[src/rtl/mc_control_unit_pkg.sv]
// Shared definitions for the multi-cycle control unit.
// Contents: one-hot state codes, instruction classes, opcode/funct codes,
// ALU operation codes and PC source select codes.
package mc_control_unit_pkg;

  typedef enum logic [4:0] {
    ST_IF  = 5'b00001,
    ST_ID  = 5'b00010,
    ST_EXE = 5'b00100,
    ST_MEM = 5'b01000,
    ST_WB  = 5'b10000
  } state_t;

  typedef enum logic [2:0] {
    CLS_RTYPE = 3'd0,
    CLS_LW    = 3'd1,
    CLS_SW    = 3'd2,
    CLS_BR    = 3'd3,
    CLS_J     = 3'd4,
    CLS_ILL   = 3'd5
  } instr_class_t;

  localparam logic [5:0] OP_RTYPE = 6'b000000;
  localparam logic [5:0] OP_LW    = 6'b100011;
  localparam logic [5:0] OP_SW    = 6'b101011;
  localparam logic [5:0] OP_BEQ   = 6'b000100;
  localparam logic [5:0] OP_BNE   = 6'b000101;
  localparam logic [5:0] OP_J     = 6'b000010;

  localparam logic [5:0] FN_ADD = 6'b100000;
  localparam logic [5:0] FN_SUB = 6'b100010;
  localparam logic [5:0] FN_AND = 6'b100100;
  localparam logic [5:0] FN_OR  = 6'b100101;
  localparam logic [5:0] FN_XOR = 6'b100110;
  localparam logic [5:0] FN_SLT = 6'b101010;

  localparam logic [2:0] ALU_ADD = 3'b000;
  localparam logic [2:0] ALU_SUB = 3'b001;
  localparam logic [2:0] ALU_AND = 3'b010;
  localparam logic [2:0] ALU_OR  = 3'b011;
  localparam logic [2:0] ALU_XOR = 3'b100;
  localparam logic [2:0] ALU_SLT = 3'b101;

  localparam logic [1:0] PC_SRC_SEQ    = 2'b00;
  localparam logic [1:0] PC_SRC_BRANCH = 2'b01;
  localparam logic [1:0] PC_SRC_JUMP   = 2'b10;

endpackage

[src/rtl/mc_control_unit_decode.sv]
// Combinational instruction decoder.
// Ports:
//   opcode, funct  in  IR fields
//   instr_class    out instruction class (R-type, LW, SW, branch, jump, illegal)
//   alu_op         out ALU operation the instruction needs in EXE
//   br_ne          out 1 when the branch is BNE (taken on not-equal)
module mc_decode
  import mc_control_unit_pkg::*;
(
  input  logic [5:0]   opcode,
  input  logic [5:0]   funct,
  output instr_class_t instr_class,
  output logic [2:0]   alu_op,
  output logic         br_ne
);

  always_comb begin
    instr_class = CLS_ILL;
    alu_op      = ALU_ADD;
    br_ne       = 1'b0;
    case (opcode)
      OP_RTYPE: begin
        instr_class = CLS_RTYPE;
        case (funct)
          FN_ADD:  alu_op = ALU_ADD;
          FN_SUB:  alu_op = ALU_SUB;
          FN_AND:  alu_op = ALU_AND;
          FN_OR:   alu_op = ALU_OR;
          FN_XOR:  alu_op = ALU_XOR;
          FN_SLT:  alu_op = ALU_SLT;
          default: instr_class = CLS_ILL;
        endcase
      end
      OP_LW:  instr_class = CLS_LW;
      OP_SW:  instr_class = CLS_SW;
      OP_BEQ: begin
        instr_class = CLS_BR;
        alu_op      = ALU_SUB;
      end
      OP_BNE: begin
        instr_class = CLS_BR;
        alu_op      = ALU_SUB;
        br_ne       = 1'b1;
      end
      OP_J:    instr_class = CLS_J;
      default: instr_class = CLS_ILL;
    endcase
  end

endmodule

[src/rtl/mc_control_unit.sv]
// Multi-cycle control FSM for the cpu datapath. Sequences IF/ID/EXE/MEM/WB,
// drives datapath enables and mux selects, counts retired instructions.
// Ports:
//   clk, rst_n         clock, async active-low reset
//   opcode, funct      IR fields (meaningful from ID onward)
//   equal, res_zero    ALU flags (res_zero is not used for branching)
//   current_state      one-hot state
//   pc_write .. pc_src datapath enables and mux selects
//   illegal_op         one-cycle pulse in ID for an undecodable instruction
//   instr_count        retired instruction count, wraps modulo 2^CNT_W
//
// state | meaning
// IF    | fetch: load IR, PC <= PC+4
// ID    | decode; J and illegal instructions finish here
// EXE   | ALU operation; branches resolve and finish here
// MEM   | data memory access; SW finishes here
// WB    | register file write; R-type and LW finish here
module mc_control_unit
  import mc_control_unit_pkg::*;
#(
  parameter int CNT_W = 32
) (
  input  logic             clk,
  input  logic             rst_n,
  input  logic [5:0]       opcode,
  input  logic [5:0]       funct,
  input  logic             equal,
  input  logic             res_zero,
  output logic [4:0]       current_state,
  output logic             pc_write,
  output logic             ir_write,
  output logic             mem_read,
  output logic             mem_write,
  output logic             reg_write,
  output logic             reg_dst,
  output logic             mem_to_reg,
  output logic             alu_src_b,
  output logic [2:0]       alu_op,
  output logic [1:0]       pc_src,
  output logic             illegal_op,
  output logic [CNT_W-1:0] instr_count
);

  state_t       state;
  state_t       state_nxt;
  logic         retire;
  instr_class_t instr_class;
  logic [2:0]   dec_alu_op;
  logic         br_ne;
  logic         unused_res_zero;

  assign unused_res_zero = res_zero;
  assign current_state   = state;

  mc_decode u_decode (
    .opcode      (opcode),
    .funct       (funct),
    .instr_class (instr_class),
    .alu_op      (dec_alu_op),
    .br_ne       (br_ne)
  );

  always_comb begin
    state_nxt  = ST_IF;
    retire     = 1'b0;
    pc_write   = 1'b0;
    ir_write   = 1'b0;
    mem_read   = 1'b0;
    mem_write  = 1'b0;
    reg_write  = 1'b0;
    reg_dst    = 1'b0;
    mem_to_reg = 1'b0;
    alu_src_b  = 1'b0;
    alu_op     = ALU_ADD;
    pc_src     = PC_SRC_SEQ;
    illegal_op = 1'b0;
    case (state)
      ST_IF: begin
        ir_write  = 1'b1;
        pc_write  = 1'b1;
        state_nxt = ST_ID;
      end
      ST_ID: begin
        case (instr_class)
          CLS_J: begin
            pc_write = 1'b1;
            pc_src   = PC_SRC_JUMP;
            retire   = 1'b1;
          end
          CLS_ILL: illegal_op = 1'b1;
          default: state_nxt  = ST_EXE;
        endcase
      end
      ST_EXE: begin
        case (instr_class)
          CLS_RTYPE: begin
            alu_op    = dec_alu_op;
            state_nxt = ST_WB;
          end
          CLS_LW, CLS_SW: begin
            alu_op    = ALU_ADD;
            alu_src_b = 1'b1;
            state_nxt = ST_MEM;
          end
          CLS_BR: begin
            alu_op   = ALU_SUB;
            pc_src   = PC_SRC_BRANCH;
            // BNE inverts the taken condition
            pc_write = equal ^ br_ne;
            retire   = 1'b1;
          end
          default: ;
        endcase
      end
      ST_MEM: begin
        case (instr_class)
          CLS_LW: begin
            mem_read  = 1'b1;
            state_nxt = ST_WB;
          end
          CLS_SW: begin
            mem_write = 1'b1;
            retire    = 1'b1;
          end
          default: ;
        endcase
      end
      ST_WB: begin
        reg_write  = 1'b1;
        retire     = 1'b1;
        reg_dst    = (instr_class == CLS_RTYPE);
        mem_to_reg = (instr_class == CLS_LW);
      end
      default: ;  // non-one-hot encoding: recover to IF with nothing enabled
    endcase

    // Keep the datapath quiet for the whole time reset is asserted,
    // not just after the state register has been cleared.
    if (!rst_n) begin
      retire     = 1'b0;
      pc_write   = 1'b0;
      ir_write   = 1'b0;
      mem_read   = 1'b0;
      mem_write  = 1'b0;
      reg_write  = 1'b0;
      reg_dst    = 1'b0;
      mem_to_reg = 1'b0;
      alu_src_b  = 1'b0;
      alu_op     = ALU_ADD;
      pc_src     = PC_SRC_SEQ;
      illegal_op = 1'b0;
    end
  end

  always_ff @(posedge clk or negedge rst_n) begin
    if (!rst_n) begin
      state       <= ST_IF;
      instr_count <= '0;
    end else begin
      state <= state_nxt;
      if (retire) instr_count <= instr_count + {{(CNT_W-1){1'b0}}, 1'b1};
    end
  end

endmodule

[config.mk]
export PLATFORM = sky130hd
export DESIGN_NAME = mc_control_unit
export DESIGN_NICKNAME = d
export VERILOG_FILES = /design/src/rtl/mc_control_unit_pkg.sv /design/src/rtl/mc_control_unit_decode.sv /design/src/rtl/mc_control_unit.sv
export SDC_FILE = /design/constraint.sdc
export NUM_CORES = 1
export LEC_CHECK = 0
export BUFFER_PORTS_ARGS = -buffer_cell sky130_fd_sc_hd__buf_2
export CAP_MARGIN = 20
export CORE_MARGIN = 1
export CORE_UTILIZATION = 50
export DETAILED_ROUTE_END_ITERATION = 10
export MAX_ROUTING_LAYER = met4
export PLACE_DENSITY = 0.88
export SLEW_MARGIN = 20
export SYNTH_ARGS = -nofsm -noshare
export SYNTH_HDL_FRONTEND = slang
export SYNTH_HIERARCHICAL = 1
export SYNTH_SLANG_ARGS = --single-unit
[constraint.sdc]
create_clock -name clk -period 2.6 [get_ports clk]
set_input_delay 0.13 -clock clk [delete_from_list [all_inputs] [get_ports clk]]
set_output_delay 0.13 -clock clk [all_outputs]
set_load 0.01 [all_outputs]
==> results_tabular.tex <==
\begin{tabular}{lr}
\hline
Metric & Value \\
\hline
\multicolumn{2}{l}{\textbf{Synth}} \\
Most instantiated flip-flop cell in the synthesis netlist & sky130\_fd\_sc\_hd\_\_dfrtp\_1 \\
Yosys warnings & 6 \\
Main area contributors after synthesis & sky130\_fd\_sc\_hd\_\_dfrtp\_1 41\%, sky130\_fd\_sc\_hd\_\_xnor2\_1 12\%, sky130\_fd\_sc\_hd\_\_nand4\_1 3.7\%, sky130\_fd\_sc\_hd\_\_nand2\_1 3.6\%, sky130\_fd\_sc\_hd\_\_nand3\_1 3.0\% \\
Distinct cell type count of the synthesized netlist & 48 \\
Fraction of the yosys area taken by sequential cells & 0.4242 \\
Post-synthesis sequential element count & 37 \\
Synthesized net count & 241 \\
Average footprint of a synthesized cell & 9.758 sq um \\
Area share of the leading cell type in the synthesized netlist & 0.4121 \\
Proportion of synthesized flip-flops having asynchronous set or reset & 1.000 \\
Summed instance area of the synthesized netlist & 2186 sq um \\
Count of flip-flops with a built-in enable after synthesis & 0 \\
Number of standard cells after synthesis & 224 \\
Cell type with the largest total area after synthesis & sky130\_fd\_sc\_hd\_\_dfrtp\_1 \\
\multicolumn{2}{l}{\textbf{Flow run}} \\
Max Cap Viol & 0 \\
\multicolumn{2}{l}{\textbf{Setup path}} \\
Worst Path Max Fanout & 8 \\
Worst path buffer plus inverter count & 1 \\
Cell with the largest stage delay on the worst path & sky130\_fd\_sc\_hd\_\_a311oi\_4 \\
Worst Reg-to-Reg Cells & 5 \\
Required time at the endpoint of the critical path & 2.79 ns \\
CP startpoint kind & input pin \\
Data arrival, critical path & 2.45 ns \\
Worst stage delay on the critical path & 0.50 ns \\
Top delay family on crit path & compound AO/OA/AOI/OAI gates \\
Type of the worst setup path & input pin to register \\
Capturing element type of the critical path & register \\
Crit-path cells & buf\_2, or3b\_4, a211o\_1, a21o\_1, nor4bb\_1, o21ai\_1, a311oi\_4, nand4\_1, xnor2\_1 \\
Levels on crit path & 9 \\
\multicolumn{2}{l}{\textbf{Routing}} \\
DRC Markers & 0 \\
Via density per instance & 5.629 \\
Total via count after detailed routing & 1,970 \\
Total Routed Length & 4.960 mm \\
Detailed-routing iteration count for the pre-antenna-repair pass & 4 \\
Remaining antenna violation count after routing & 0 \\
Wire length per cell & 14.17 um \\
Number of DRC markers in iteration 0 & 154 \\
\multicolumn{2}{l}{\textbf{Worst hold path}} \\
Hold Path Class & input pin to async pin \\
\multicolumn{2}{l}{\textbf{Global routing}} \\
GRT Overall Usage & 0.2373 \\
Pin count of the biggest net entering global routing & 34 \\
First-pass GRT wire length & 8.024 mm \\
Vias in the first global route & 1,775 \\
Initial antenna violation count & 0 \\
Total congestion overflow after global routing & 0 \\
\multicolumn{2}{l}{\textbf{Timing}} \\
Final clock period utilization by the worst path & 0.8711 \\
Achievable clock frequency & 0.4415 GHz \\
Sum of negative setup slack & 0 ns \\
Final setup violation count & 0 \\
Worst hold slack & 0.2315 ns \\
Count of pins over their slew limit & 0 \\
Post-route minimum period & 2.265 ns \\
Worst clock skew & 0.009297 ns \\
Slew Limit Headroom & 0.6118 \\
Setup repair after global routing missed its margin & false \\
Actual transition at the worst max-transition pin & 0.5742 ns \\
Total count of hold-check failures in the final report & 0 \\
\multicolumn{2}{l}{\textbf{Final layout}} \\
Area growth syn-to-layout & 25.53\% \\
\# nets final & 316 \\
Fraction of layout instances using a drive strength above 1 & 0.3367 \\
Ant diodes & 0 \\
Final standard cell utilization of the core & 0.6715 \\
Non-filler cells in the finished layout & 350 \\
\multicolumn{2}{l}{\textbf{Die}} \\
Die width & 68.12 um \\
Die footprint & 4640 sq um \\
Cell Rows & 23 \\
Die height & 68.12 um \\
Starting density of the core & 0.5349 \\
Number of ports placed on the die boundary & 67 \\
Core Footprint & 4086 sq um \\
\multicolumn{2}{l}{\textbf{Clock tree}} \\
Root buffer selected by CTS & sky130\_fd\_sc\_hd\_\_clkbuf\_8 \\
CTS tree & built \\
Number of buffers added by the clock tree synthesis step & 5 \\
Number of sinks on the clock net & 37 \\
Insertion delay of the later-clocked pin in the worst-skew pair & 0.30 ns \\
Number of buffers between clock root and the deepest sink & 2 \\
Worst-path clk slew & 0.08 ns \\
H-tree depth & 2 \\
Number of buffers inserted to repair setup after CTS & 0 \\
\multicolumn{2}{l}{\textbf{Outcome}} \\
Outcome & finished clean \\
\multicolumn{2}{l}{\textbf{Power and ir drop}} \\
Largest voltage drop on the vdd net & 0.0004042 V \\
LEAKAGE & 1.327 nW \\
Power per cell area & 512.7 nW/um\^{}2 \\
Pwr Total & 1.407 mW \\
\multicolumn{2}{l}{\textbf{Placement}} \\
Total of buffers placed on input and output ports & 65 \\
Number of cells after detailed placement & 341 \\
HPWL reported at the end of detailed placement & 3.605 mm \\
RD Place Congestion & 0.8482 \\
\hline
\end{tabular}
==> cells in the final DEF, fill, tap and decap left out, types with 3 or more instances in the layout <==
cell type	n
sky130_fd_sc_hd__and3_2	4
sky130_fd_sc_hd__buf_2	65
sky130_fd_sc_hd__nor2b_1	4
sky130_fd_sc_hd__and3_1	6
sky130_fd_sc_hd__and4_1	3
sky130_fd_sc_hd__a21oi_1	6
sky130_fd_sc_hd__xnor2_1	30
sky130_fd_sc_hd__buf_4	9
sky130_fd_sc_hd__nand3_1	13
sky130_fd_sc_hd__dfrtp_1	36
sky130_fd_sc_hd__nor2_1	12
sky130_fd_sc_hd__nor3_1	10
sky130_fd_sc_hd__nor3b_1	3
sky130_fd_sc_hd__nand2_1	21
sky130_fd_sc_hd__and2_1	8
sky130_fd_sc_hd__xor2_1	4
sky130_fd_sc_hd__clkbuf_8	6
sky130_fd_sc_hd__nor4b_1	3
sky130_fd_sc_hd__nor4_1	5
sky130_fd_sc_hd__nand4_1	13
==> path summary, 6_finish.rpt <==
kind / slack [ns] / startpoint / endpoint
worst min register to register: 0.49 / instr_count[31] / instr_count[31]
worst max-delay path: 0.34 / opcode[0] / instr_count[28]
max in group asynchronous: 1.65 / rst_n / current_state[0]
worst max register to register: 0.43 / current_state[1] / instr_count[28]
worst min-delay path: 0.23 / rst_n / instr_count[9]
min in group clk: 0.38 / opcode[4] / current_state[4]
==> flip-flops by register name, summed over array words and instances, names as in the netlist <==
name,flops
current_state,5
instr_count,32
==> cell usage after synthesis (4+ instances only) <==
cell type / number
sky130_fd_sc_hd__dfrtp_1: 36
sky130_fd_sc_hd__xnor2_1: 30
sky130_fd_sc_hd__nand2_1: 21
sky130_fd_sc_hd__nand3_1: 13
sky130_fd_sc_hd__nand4_1: 13
sky130_fd_sc_hd__nor2_1: 12
sky130_fd_sc_hd__nor3_1: 10
sky130_fd_sc_hd__and2_1: 8
sky130_fd_sc_hd__a21oi_1: 6
sky130_fd_sc_hd__and3_1: 6
sky130_fd_sc_hd__clkbuf_1: 5
sky130_fd_sc_hd__nor4_1: 5
sky130_fd_sc_hd__and3_2: 4
sky130_fd_sc_hd__nor2b_1: 4
sky130_fd_sc_hd__xor2_1: 4
==> metal layers <==
layer	up-vias	track usage	share of wire
li1	967	-	-
met1	924	0.2988	0.46
met2	68	0.3640	0.47
met3	11	0.05333	0.054
met4	0	0.1016	0.022
met5	-	-	0
==> power breakdown <==
group	leakage, nW	switching, mW	internal (mW)
Combinational	0.760	0.125	0.105
Clock	0.0574	0.213	0.312
Sequential	0.509	0.0442	0.608
==> area by class of cell <==
| class | instances | area (sq um) |
|---|---|---|
| fillers | 318 | 1343 |
| multi-input cells | 178 | 1224 |
| flip-flops and latches | 37 | 927.1 |
| repair buffers | 75 | 402.9 |
| clock buffers | 6 | 82.58 |
| well taps | 50 | 62.56 |
| clock inverters | 2 | 37.54 |
| inverters | 2 | 7.507 |
==> kinds of logic (layout without fill, tap and decap cells) <==
group	count (synthesis)	in the layout	synth area share
buffers and inverters	9	85	0.01603
flip-flops	37	37	0.4242
XOR/XNOR	34	34	0.1362
AND/OR/NAND/NOR	119	119	0.3274
adder cells (fa/ha/maj)	1	1	0.005723
multiplexers	1	1	0.005151
AO/OA/AOI/OAI	23	23	0.08529
==> stage by stage <==
stage | area [sq um] | setup WS [ns]
2_1_floorplan | 2186 | 0.2563
3_3_place_gp | 2614 | 0.04594
3_5_place_dp | 2614 | 0.006992
4_1_cts | 2744 | 0.3353
5_1_grt | 2744 | 0.1003
6_report | 2744 | 0.3352
==> timing repair <==
action / 4_1_cts / 5_1_grt
resized for setup: 0 / 0
hold buffers: 1 / 0
hold endpoints to repair: 8 / 0
(Power assumes the default switching activity.)
